## src/rtl/rr_burst_bus_mux.sv

```systemverilog
// N-channel round-robin bus multiplexer with burst locking.
// Registers the granted channel's data onto a shared bus and honours backpressure.
module rr_burst_bus_mux #(
   parameter int WIDTH     = 32,
   parameter int NCH       = 4,
   parameter int MAX_BURST = 8,
   localparam int CHW      = (NCH > 1) ? $clog2(NCH) : 1
) (
   input  logic                 clk,
   input  logic                 rst_n,
   input  logic [NCH-1:0]       req,
   input  logic [NCH*WIDTH-1:0] in_data,
   input  logic                 out_ready,
   output logic [NCH-1:0]       ack,
   output logic [WIDTH-1:0]     out_data,
   output logic                 out_valid,
   output logic [CHW-1:0]       out_ch
);

   localparam int BW = $clog2(MAX_BURST + 1);

   typedef enum logic {
      IDLE,
      GRANT
   } state_t;

   state_t           state, state_n;
   logic [CHW-1:0]   gch, gch_n;
   logic [CHW-1:0]   rr_ptr, rr_ptr_n;
   logic [BW-1:0]    beat_cnt, beat_cnt_n;
   logic [WIDTH-1:0] data_n;
   logic             valid_n;
   logic [CHW-1:0]   ch_n;

   logic [CHW-1:0]   pick;
   logic             found;
   logic [WIDTH-1:0] sel_data;
   logic             advance;
   logic             xfer;
   logic             last;

   always_ff @(posedge clk) begin
      if (!rst_n) begin
         state     <= IDLE;
         gch       <= '0;
         rr_ptr    <= '0;
         beat_cnt  <= '0;
         out_data  <= '0;
         out_valid <= 1'b0;
         out_ch    <= '0;
      end else begin
         state     <= state_n;
         gch       <= gch_n;
         rr_ptr    <= rr_ptr_n;
         beat_cnt  <= beat_cnt_n;
         out_data  <= data_n;
         out_valid <= valid_n;
         out_ch    <= ch_n;
      end
   end

   // Descending scan so the smallest offset from rr_ptr wins.
   always_comb begin
      int idx;
      pick  = '0;
      found = 1'b0;
      idx   = 0;
      for (int i = NCH - 1; i >= 0; i--) begin
         idx = int'(rr_ptr) + i;
         if (idx >= NCH) idx = idx - NCH;
         if (req[idx]) begin
            pick  = idx[CHW-1:0];
            found = 1'b1;
         end
      end
   end

   always_comb begin
      sel_data = '0;
      for (int k = 0; k < NCH; k++) begin
         if (gch == CHW'(k)) sel_data = in_data[k*WIDTH +: WIDTH];
      end
   end

   always_comb begin
      ack = '0;
      if (state == GRANT) begin
         for (int k = 0; k < NCH; k++) begin
            if (gch == CHW'(k)) ack[k] = 1'b1;
         end
      end
   end

   assign advance = !out_valid || out_ready;
   assign xfer    = (state == GRANT) && req[gch] && advance;
   assign last    = xfer && (beat_cnt == BW'(MAX_BURST - 1));

   always_comb begin
      state_n    = state;
      gch_n      = gch;
      rr_ptr_n   = rr_ptr;
      beat_cnt_n = beat_cnt;
      data_n     = out_data;
      valid_n    = out_valid;
      ch_n       = out_ch;

      if (xfer) begin
         data_n     = sel_data;
         ch_n       = gch;
         valid_n    = 1'b1;
         beat_cnt_n = beat_cnt + 1'b1;
      end else if (out_ready) begin
         valid_n = 1'b0;
      end

      unique case (state)
         IDLE: begin
            if (found) begin
               state_n    = GRANT;
               gch_n      = pick;
               beat_cnt_n = '0;
            end
         end
         GRANT: begin
            if (!req[gch] || last) begin
               state_n  = IDLE;
               rr_ptr_n = (gch == CHW'(NCH - 1)) ? '0 : gch + 1'b1;
            end
         end
         default: state_n = IDLE;
      endcase
   end

endmodule

```

## config.mk

```make
export PLATFORM = sky130hd
export DESIGN_NAME = rr_burst_bus_mux
export DESIGN_NICKNAME = d
export VERILOG_FILES = /design/src/rtl/rr_burst_bus_mux.sv
export SDC_FILE = /design/constraint.sdc
export NUM_CORES = 1
export LEC_CHECK = 0
export ABC_AREA = 1
export CAP_MARGIN = 20
export CELL_PAD_IN_SITES_DETAIL_PLACEMENT = 1
export CELL_PAD_IN_SITES_GLOBAL_PLACEMENT = 1
export CORE_MARGIN = 4
export CORE_UTILIZATION = 40
export DETAILED_ROUTE_END_ITERATION = 10
export DONT_BUFFER_PORTS = 1
export GPL_TIMING_DRIVEN = 0
export PLACE_DENSITY = 0.81
export SLEW_MARGIN = 10
export SYNTH_ARGS = -nofsm -noshare
export SYNTH_HDL_FRONTEND = slang
export SYNTH_SLANG_ARGS = --single-unit
```

## constraint.sdc

```tcl
create_clock -name clk -period 3.7 [get_ports clk]
set_clock_uncertainty 0.2 [all_clocks]
set_input_delay 0.925 -clock clk [delete_from_list [all_inputs] [get_ports clk]]
set_output_delay 0.925 -clock clk [all_outputs]
set_load 0.01 [all_outputs]
```

==> flow_summary.json, run 1 <==
{
  "start_util": 0.420,
  "antenna_cells": 0,
  "nFillCells": 962,
  "antenna_found_initial": 0,
  "slew_violations": 0,
  "power_density_mw_per_mm2": 617,
  "crit_path_end_kind": "output pin",
  "clockBufferDepth": 2,
  "path_class": "flop to output pin",
  "drt-total-wl_mm": 10.7,
  "p_sw_w": 0.000884,
  "final_cell_mix": "nand2_1, a21oi_1, dfxtp_1, o21ai_1, o211ai_1",
  "core.rowCount": 30,
  "power_frac_comb": 0.483,
  "ys_ff_latch": 44,
  "grt_pass1_vias": 3258,
  "internal_power_w": 0.00104,
  "cp.required_ps": 2570,
  "vdd_drop_max_mv": 0.188,
  "gr-total-overflow": 0,
  "syn_area_sq_mm": 0.00292,
  "hold_buffers": 0,
  "start_kind": "flop",
  "avgSynthCellArea_sq_um": 6.73,
  "fmax_mhz": 338,
  "relSlewSlack": 0.643,
  "setup_viol": 0,
  "crit_fanout": 10,
  "final_nets": 580,
  "design.die.area_sq_mm": 0.00872,
  "synthArstFlopShare": 0,
  "syn_inst": 433,
  "yosysUniqueCellTypes": 28,
  "grt_max_degree": 15,
  "grt_usage": 0.235,
  "place_area_sq_mm": 0.00304,
  "root_buffer": "clkbuf_8",
  "clock_sinks": 44,
  "dp_hpwl_mm": 8.37,
  "worstHoldPathCells": 2,
  "synthesis.nets": 573,
  "worst_slew_pin_slew_ps": 536,
  "maxCapViolCount": 0,
  "gp_congestion": 0.850,
  "r2r_cells": 7,
  "synth_warnings": 0,
  "power_frac_clock": 0.159,
  "final_common_cell": "nand2_1",
  "cts_buffers": 5,
  "path_clk_slew_ps": 90,
  "fin_area_sq_mm": 0.00312,
  "power.total_w": 0.00193,
  "hold_class": "flop to flop",
  "drc": 0,
  "core-area_sq_mm": 0.00694,
  "drt_pass1_iterations": 4,
  "dr.first_iter.drc_count": 54,
  "area_delta_synth_final_pct": 7.12,
  "port_buffers": 0,
  "die_h_microns": 93.4,
  "clock_latency_ps": 300,
  "wire_per_inst_microns": 19.9,
  "ys_seq_area_frac": 0.302,
  "grt_setup_unrepaired": "no",
  "power_leakage_nw": 1.39,
  "seqPwrFrac": 0.358,
  "ios": 174,
  "vias": 3134,
  "drive_gt1_frac": 0.107,
  "htreeDepth": 2,
  "postCtsSetupRepairBufs": 0,
  "ant_nets": 0,
  "setup_tns_ps": 0,
  "layout_min_cycle_time_ps": 2960,
  "viasPerCell": 5.84,
  "grt_pass1_wl_mm": 16.2,
  "hold_viol": 0,
  "cp.arrival_ps": 1830,
  "switching_share": 0.459,
  "fp.dieW_microns": 93.4,
  "status": "completed",
  "post_cts_resized": 0,
  "synth_edf_count": 0,
  "ys.flop_type": "dfxtp_1",
  "min_period_over_period": 0.800,
  "cts_tree": "yes"
}
[cells by family after synthesis]
group | synth area share
AO/OA/AOI/OAI | 0.347
AND/OR/NAND/NOR | 0.209
buffers and inverters | 0.118
flip-flops | 0.302
adder cells (fa/ha/maj) | 0.0215
XOR/XNOR | 0.00300
[synthesized netlist by cell type, types with 3 or more instances]
cell,count,share of area
a21oi_1,96,0.16
inv_2,3,0.0039
inv_1,22,0.028
o21ai_1,34,0.058
nand3_1,14,0.024
a21oi_2,8,0.024
clkbuf_1,8,0.010
nand2_1,115,0.15
dlygate4sd1_1,7,0.021
nor2_1,10,0.013
buf_6,8,0.031
o211ai_1,32,0.082
dfxtp_1,44,0.30
buf_2,8,0.014
o21ai_0,4,0.0069
ha_1,5,0.021
[worst paths after layout]
check	startpoint	to	slack, ps
worst max register to register	gch[0]$_SDFFE_PN0P_	out_data[23]$_SDFFE_PN0P_	1520
worst min-delay path	beat_cnt[2]$_SDFF_PN0_	beat_cnt[2]$_SDFF_PN0_	300
worst min register to register	beat_cnt[2]$_SDFF_PN0_	beat_cnt[2]$_SDFF_PN0_	300
worst max-delay path	gch[1]$_SDFFE_PN0P_	ack[1]	740
[stage by stage]
step	setup slack (ps)	hold slack [ps]	std cells	utilization
2_1_floorplan	1430	257	433	-
3_3_place_gp	1110	274	529	0.437
3_5_place_dp	1040	289	529	0.437
4_1_cts	706	303	537	0.450
5_1_grt	516	339	537	0.450
6_report	740	301	537	0.450
[sequential cells by signal (all words and copies together), names as in the netlist]
name,count
out_valid,1
gch,2
out_data,32
out_ch,2
state,1
rr_ptr,2
beat_cnt,4
[final cells by class]
type	instances	area, sq um	share of cell area
multi-input cells	330	1690	0.542
flip-flops and latches	44	881	0.282
inverters	25	93.8	0.0300
clock inverters	3	18.8	0.00601
clock buffers	5	68.8	0.0220
plain buffers	34	249	0.0797
well taps	96	120	0.0385
[power by group through the flow]
stage          combinational, W  sequential [W]  clock [W]
4_1_cts                0.000941        0.000691   0.000317
2_1_floorplan          0.000722        0.000671          0
3_3_place_gp           0.000892        0.000698          0
6_report               0.000931        0.000690   0.000307
5_1_grt                 0.00106        0.000700   0.000339
3_5_place_dp           0.000938        0.000702          0
[layer usage]
layer,GRT usage,up-vias,share of wire
met4,0.0623,0,0.018
met2,0.442,121,0.52
met5,0,-,0
met1,0.253,1502,0.38
met3,0.0676,17,0.080
li1,-,1494,-
[critical path: stages (launching register included)]
cell and delay, ps:
dfxtp_1 380, inv_2 130, ha_1 150, buf_2 190, clkbuf_1 450, nand2_1 110, inv_1 120
No activity file was read; power rests on OpenSTA's default activity.
==> inputs of run 2 (changes only) <==
--- a/config.mk
+++ b/config.mk
@@ -10,11 +10,11 @@
 export CELL_PAD_IN_SITES_DETAIL_PLACEMENT = 1
 export CELL_PAD_IN_SITES_GLOBAL_PLACEMENT = 1
 export CORE_MARGIN = 4
-export CORE_UTILIZATION = 40
+export CORE_UTILIZATION = 38
 export DETAILED_ROUTE_END_ITERATION = 10
 export DONT_BUFFER_PORTS = 1
 export GPL_TIMING_DRIVEN = 0
-export PLACE_DENSITY = 0.81
+export PLACE_DENSITY = 0.8
 export SLEW_MARGIN = 10
 export SYNTH_ARGS = -nofsm -noshare
 export SYNTH_HDL_FRONTEND = slang
==> constraint.sdc (replaced) <==
create_clock -name clk -period 2.5 [get_ports clk]
set_clock_uncertainty 0.2 [all_clocks]
set_input_delay 0.625 -clock clk [delete_from_list [all_inputs] [get_ports clk]]
set_output_delay 0.625 -clock clk [all_outputs]
set_load 0.01 [all_outputs]
==> run 2 against run 1 <==
First-iteration DRC count rose by 3.7%. Sequential share of layout area fell by 0.27 points. Register-to-register slack got worse by 1300 ps. Worst hold slack got worse by 6.3 ps. Non-clock buffer count fell by 2. Critical path type unchanged.
==> flow_summary.json, run 2 (same netlist as run 1, synthesis figures left out) <==
{
  "worstHoldStart": "in_data[120]",
  "top_layer_used": "met4",
  "fp.dieW_microns": 95.6,
  "relSlewSlack": 0.658,
  "final_common_cell": "nand2_1",
  "seqPwrFrac": 0.346,
  "status": "completed",
  "root_buffer": "clkbuf_8",
  "antenna_found_initial": 0,
  "slew_violations": 0,
  "crit_fanout": 16,
  "postCtsSetupRepairBufs": 0,
  "maxCapViolCount": 0,
  "clockBufferDepth": 2,
  "fin_ws_ps": 169,
  "grt_max_degree": 17,
  "viasPerCell": 5.59,
  "grt_pass1_vias": 3143,
  "path_buf_inv": 3,
  "cp.required_ps": 1670,
  "power.total_w": 0.00295,
  "ios": 174,
  "drt-total-wl_mm": 10.4,
  "power_frac_clock": 0.196,
  "top_regs": "out_data x32, beat_cnt x4",
  "power_leakage_nw": 1.40,
  "met1Wirelength_mm": 4.02,
  "design.die.area_sq_mm": 0.00914,
  "dpl_worst_slack_ps": 161,
  "path_class": "flop to output pin",
  "crit_path_end_kind": "output pin",
  "clock_sinks": 44,
  "area_delta_synth_final_pct": 8.15,
  "setup_viol": 0,
  "vdd_drop_max_mv": 0.283,
  "gp_congestion": 0.883,
  "timing.rr.end": "out_data[25]$_SDFFE_PN0P_",
  "ant_nets": 0,
  "worst_slew_pin_slew_ps": 512,
  "core.rowCount": 31,
  "min_period_over_period": 0.933,
  "cts_tree": "yes",
  "clock_latency_ps": 300,
  "vias": 3008,
  "path_delay_family": "buffers and inverters",
  "largest_register_ff_count": 32,
  "grt_setup_unrepaired": "no",
  "critPathMaxStageDelay_ps": 370,
  "die_h_microns": 95.6,
  "regMostFlops": "out_data",
  "hold_viol": 0,
  "r2r_cells": 7,
  "wl_met2_mm": 5.35,
  "grt_usage": 0.219,
  "final_cell_mix": "nand2_1, a21oi_1, dfxtp_1, o21ai_1, o211ai_1",
  "hold_class": "input port to flop",
  "p_sw_w": 0.00127,
  "path_clk_slew_ps": 80,
  "cp_cell_sequence": "inv_2, ha_1, buf_2, nand2_1, inv_1",
  "worstHoldPathCells": 2,
  "fmax_mhz": 429,
  "final_nets": 578,
  "dr.first_iter.drc_count": 56,
  "wl_met3_microns": 842,
  "r2r-start": "gch[0]$_SDFFE_PN0P_",
  "power_density_mw_per_mm2": 935,
  "cts_buffers": 5,
  "hold_path_end": "out_data[24]$_SDFFE_PN0P_",
  "drive_gt1_frac": 0.107,
  "start_kind": "flop",
  "power_frac_comb": 0.458,
  "grt_pass1_wl_mm": 15.6,
  "cpMaxStageDelayCell": "dfxtp_1",
  "internal_power_w": 0.00167,
  "gr-total-overflow": 0,
  "port_buffers": 0,
  "dp_hpwl_mm": 8.32,
  "cp.arrival_ps": 1510,
  "core-area_sq_mm": 0.00737,
  "setup_tns_ps": 0,
  "wire_per_inst_microns": 19.3,
  "switching_share": 0.433,
  "antenna_cells": 0,
  "htreeDepth": 2,
  "reg2reg_setup_slack_ps": 270,
  "drc": 0,
  "layout_min_cycle_time_ps": 2330,
  "start_util": 0.396,
  "drt_pass1_iterations": 5
}
==> run 2: cell types whose count changed in the layout (fill, tap and decap cells not counted) <==
cell       previous run  this run
clkbuf_8              5         6
clkbuf_1              8         6
bufinv_16             0         1
clkinv_2              2         0
==> run 2: power groups by stage <==
stage / Clock [W] / Combinational (W) / Sequential [W]
6_report: 0.000578 / 0.00135 / 0.00102
5_1_grt: 0.000629 / 0.00155 / 0.00104
4_1_cts: 0.000599 / 0.00137 / 0.00102
3_5_place_dp: 0 / 0.00137 / 0.00104
3_3_place_gp: 0 / 0.00132 / 0.00104
2_1_floorplan: 0 / 0.00107 / 0.000993
==> run 2: worst max path at each step <==
stage | startpoint | end | slack (ps) | depth (start not counted)
4_1_cts | gch[1]$_SDFFE_PN0P_ | ack[1] | 140 | 5
5_1_grt | gch[1]$_SDFFE_PN0P_ | ack[1] | 9 | 5
2_1_floorplan | gch[0]$_SDFFE_PN0P_ | ack[2] | 530 | 6
3_5_place_dp | gch[1]$_SDFFE_PN0P_ | ack[1] | 160 | 6
3_3_place_gp | gch[0]$_SDFFE_PN0P_ | ack[2] | 220 | 6
6_report | gch[1]$_SDFFE_PN0P_ | ack[1] | 170 | 5
==> run 2: timing repair <==
item                                   in CTS  in global routing
setup endpoints to repair                   2                  0
endpoints found under the hold margin       0                  0
hold buffers                                0                  0
gates resized for setup                     0                  0
==> run 2: per-stage QoR <==
step / instance area, sq um / std cells / hold slack, ps / utilization
floorplan: 2920 / 433 / 257 / -
global placement: 3040 / 532 / 271 / 0.412
detailed placement: 3040 / 532 / 282 / 0.412
CTS: 3150 / 538 / 282 / 0.428
global route: 3150 / 538 / 282 / 0.428
finish: 3150 / 538 / 295 / 0.428
==> run 2: layout make-up <==
type / instances / area, sq um
buffer: 32 / 241
clock buffer: 6 / 82.6
clock inverter: 2 / 38.8
fill: 967 / 4220
inverter: 25 / 93.8
multi-input combinational: 330 / 1690
sequential: 44 / 881
tap: 99 / 124
==> run 2: routing by layer <==
layer	global-route usage	vias to the layer above
met5	0	-
met4	0.0604	0
met3	0.0568	14
met2	0.407	109
met1	0.244	1398
li1	-	1487
==> inputs of run 3 (changes only) <==
--- a/config.mk
+++ b/config.mk
@@ -6,10 +6,8 @@
 export NUM_CORES = 1
 export LEC_CHECK = 0
 export ABC_AREA = 1
-export CAP_MARGIN = 20
 export CELL_PAD_IN_SITES_DETAIL_PLACEMENT = 1
 export CELL_PAD_IN_SITES_GLOBAL_PLACEMENT = 1
-export CORE_MARGIN = 4
 export CORE_UTILIZATION = 38
 export DETAILED_ROUTE_END_ITERATION = 10
 export DONT_BUFFER_PORTS = 1
==> run 3 against run 2 <==
Count of clock-buffer cells in the layout is 1 higher. Sequential share of layout area is 0.25 points higher. Via count is 1.8% higher. Largest cell class unchanged. Highest routed layer unchanged.
==> flow_summary.json, run 3 (same netlist as run 1, synthesis figures left out) <==
{
  "root_buffer": "clkbuf_8",
  "path_buf_inv": 3,
  "cpMaxStageDelayCell": "dfxtp_1",
  "status": "completed",
  "largest_register_ff_count": 32,
  "grt_pass1_vias": 3097,
  "maxCapViolCount": 0,
  "gr-total-overflow": 0,
  "path_class": "flop to output pin",
  "dr.first_iter.drc_count": 51,
  "start_kind": "flop",
  "vdd_drop_max_mv": 0.334,
  "clockBufferDepth": 2,
  "postCtsSetupRepairBufs": 0,
  "drive_gt1_frac": 0.105,
  "path_clk_slew_ps": 80,
  "grtUsageMet1": 0.271,
  "use_met2": 0.468,
  "placedCellCount": 532,
  "relSlewSlack": 0.653,
  "regMostFlops": "out_data",
  "clock_sinks": 44,
  "htreeDepth": 2,
  "cp.required_ps": 1670,
  "ant_nets": 0,
  "wire_per_inst_microns": 18.8,
  "drt_pass1_iterations": 4,
  "drc": 0,
  "path_delay_family": "buffers and inverters",
  "fp.dieW_microns": 89.6,
  "setup_viol": 0,
  "gp_congestion": 0.865,
  "hold_viol": 0,
  "grt_max_degree": 17,
  "critPathMaxStageDelay_ps": 380,
  "core.rowCount": 31,
  "antenna_found_initial": 0,
  "post_cts_resized": 0,
  "min_period_over_period": 0.936,
  "met3_usage": 0.0375,
  "area_delta_synth_final_pct": 7.21,
  "antenna_cells": 0,
  "crit_fanout": 16,
  "grt_busiest_layer": "met2",
  "start_util": 0.398,
  "crit_path_end_kind": "output pin",
  "drt-total-wl_mm": 10.1,
  "final_common_cell": "nand2_1",
  "port_buffers": 0,
  "power_leakage_nw": 1.39,
  "final_cell_mix": "nand2_1, a21oi_1, dfxtp_1, o21ai_1, o211ai_1",
  "final_nets": 578,
  "cts_buffers": 5,
  "worst_slew_pin_slew_ps": 521,
  "viasPerCell": 5.69,
  "fin_cells": 538,
  "slew_violations": 0,
  "fin_hold_ws_ps": 292,
  "clock_latency_ps": 300,
  "power_density_mw_per_mm2": 913,
  "ios": 174,
  "grt_usage": 0.243,
  "design.die.area_sq_mm": 0.00803,
  "grt_pass1_wl_mm": 14.8,
  "core-area_sq_mm": 0.00733,
  "layout_min_cycle_time_ps": 2340,
  "cts_tree": "yes",
  "top_regs": "out_data x32, beat_cnt x4",
  "cp.arrival_ps": 1520,
  "fmax_mhz": 427,
  "die_h_microns": 89.6,
  "grt_setup_unrepaired": "no",
  "cp_cell_sequence": "inv_2, ha_1, buf_2, nand2_1, inv_1",
  "setup_tns_ps": 0,
  "vias": 3061,
  "hold_buffers": 0,
  "hold_class": "input port to flop",
  "dp_hpwl_mm": 7.87
}
run 3: changes by cell type in the layout (fill, tap and decap cells not counted), sizes merged:
cell / before / now
clkinv: 1 / 0
bufinv: 1 / 0
clkbuf: 13 / 14
clkinvlp: 0 / 1
run 3: layer usage:
| layer | part of all wire | wire length, microns |
|---|---|---|
| met5 | 0 | 0 |
| met4 | 0.020 | 198 |
| met3 | 0.055 | 557 |
| met1 | 0.42 | 4190 |
| met2 | 0.51 | 5150 |
run 3: stage by stage:
stage / util / cell area (sq um) / setup WS (ps) / total power (W)
final: 0.426 / 3130 / 159 / 0.00285
after global routing: 0.426 / 3130 / 64.6 / 0.00310
after CTS: 0.426 / 3130 / 171 / 0.00288
after detailed placement: 0.415 / 3040 / 181 / 0.00241
after global placement: 0.415 / 3040 / 224 / 0.00235
after floorplan: - / 2920 / 528 / 0.00206
run 3: final timing paths:
kind              slack [ps]                   endpoint  depth (start not counted)                    from
setup / recovery         160                     ack[1]                          5     gch[1]$_SDFFE_PN0P_
hold / removal           290  out_data[25]$_SDFFE_PN0P_                          2            in_data[121]
setup reg to reg         250  out_data[27]$_SDFFE_PN0P_                          7     gch[0]$_SDFFE_PN0P_
hold reg to reg          310     beat_cnt[2]$_SDFF_PN0_                          2  beat_cnt[2]$_SDFF_PN0_
run 3: cell type report:
type                    instances  area, sq um
fillers                       980         4210
clock buffers                   7         86.3
clock inverters                 1         7.51
multi-input cells             330         1690
plain buffers                  32          241
flip-flops and latches         44          881
inverters                      25         93.8
well taps                      99          124
run 3: where the power goes:
part / internal (W) / total [W] / switching [W]
registers: 0.000844 / 0.00102 / 0.000172
clock network: 0.000225 / 0.000475 / 0.000250
logic: 0.000501 / 0.00136 / 0.000863
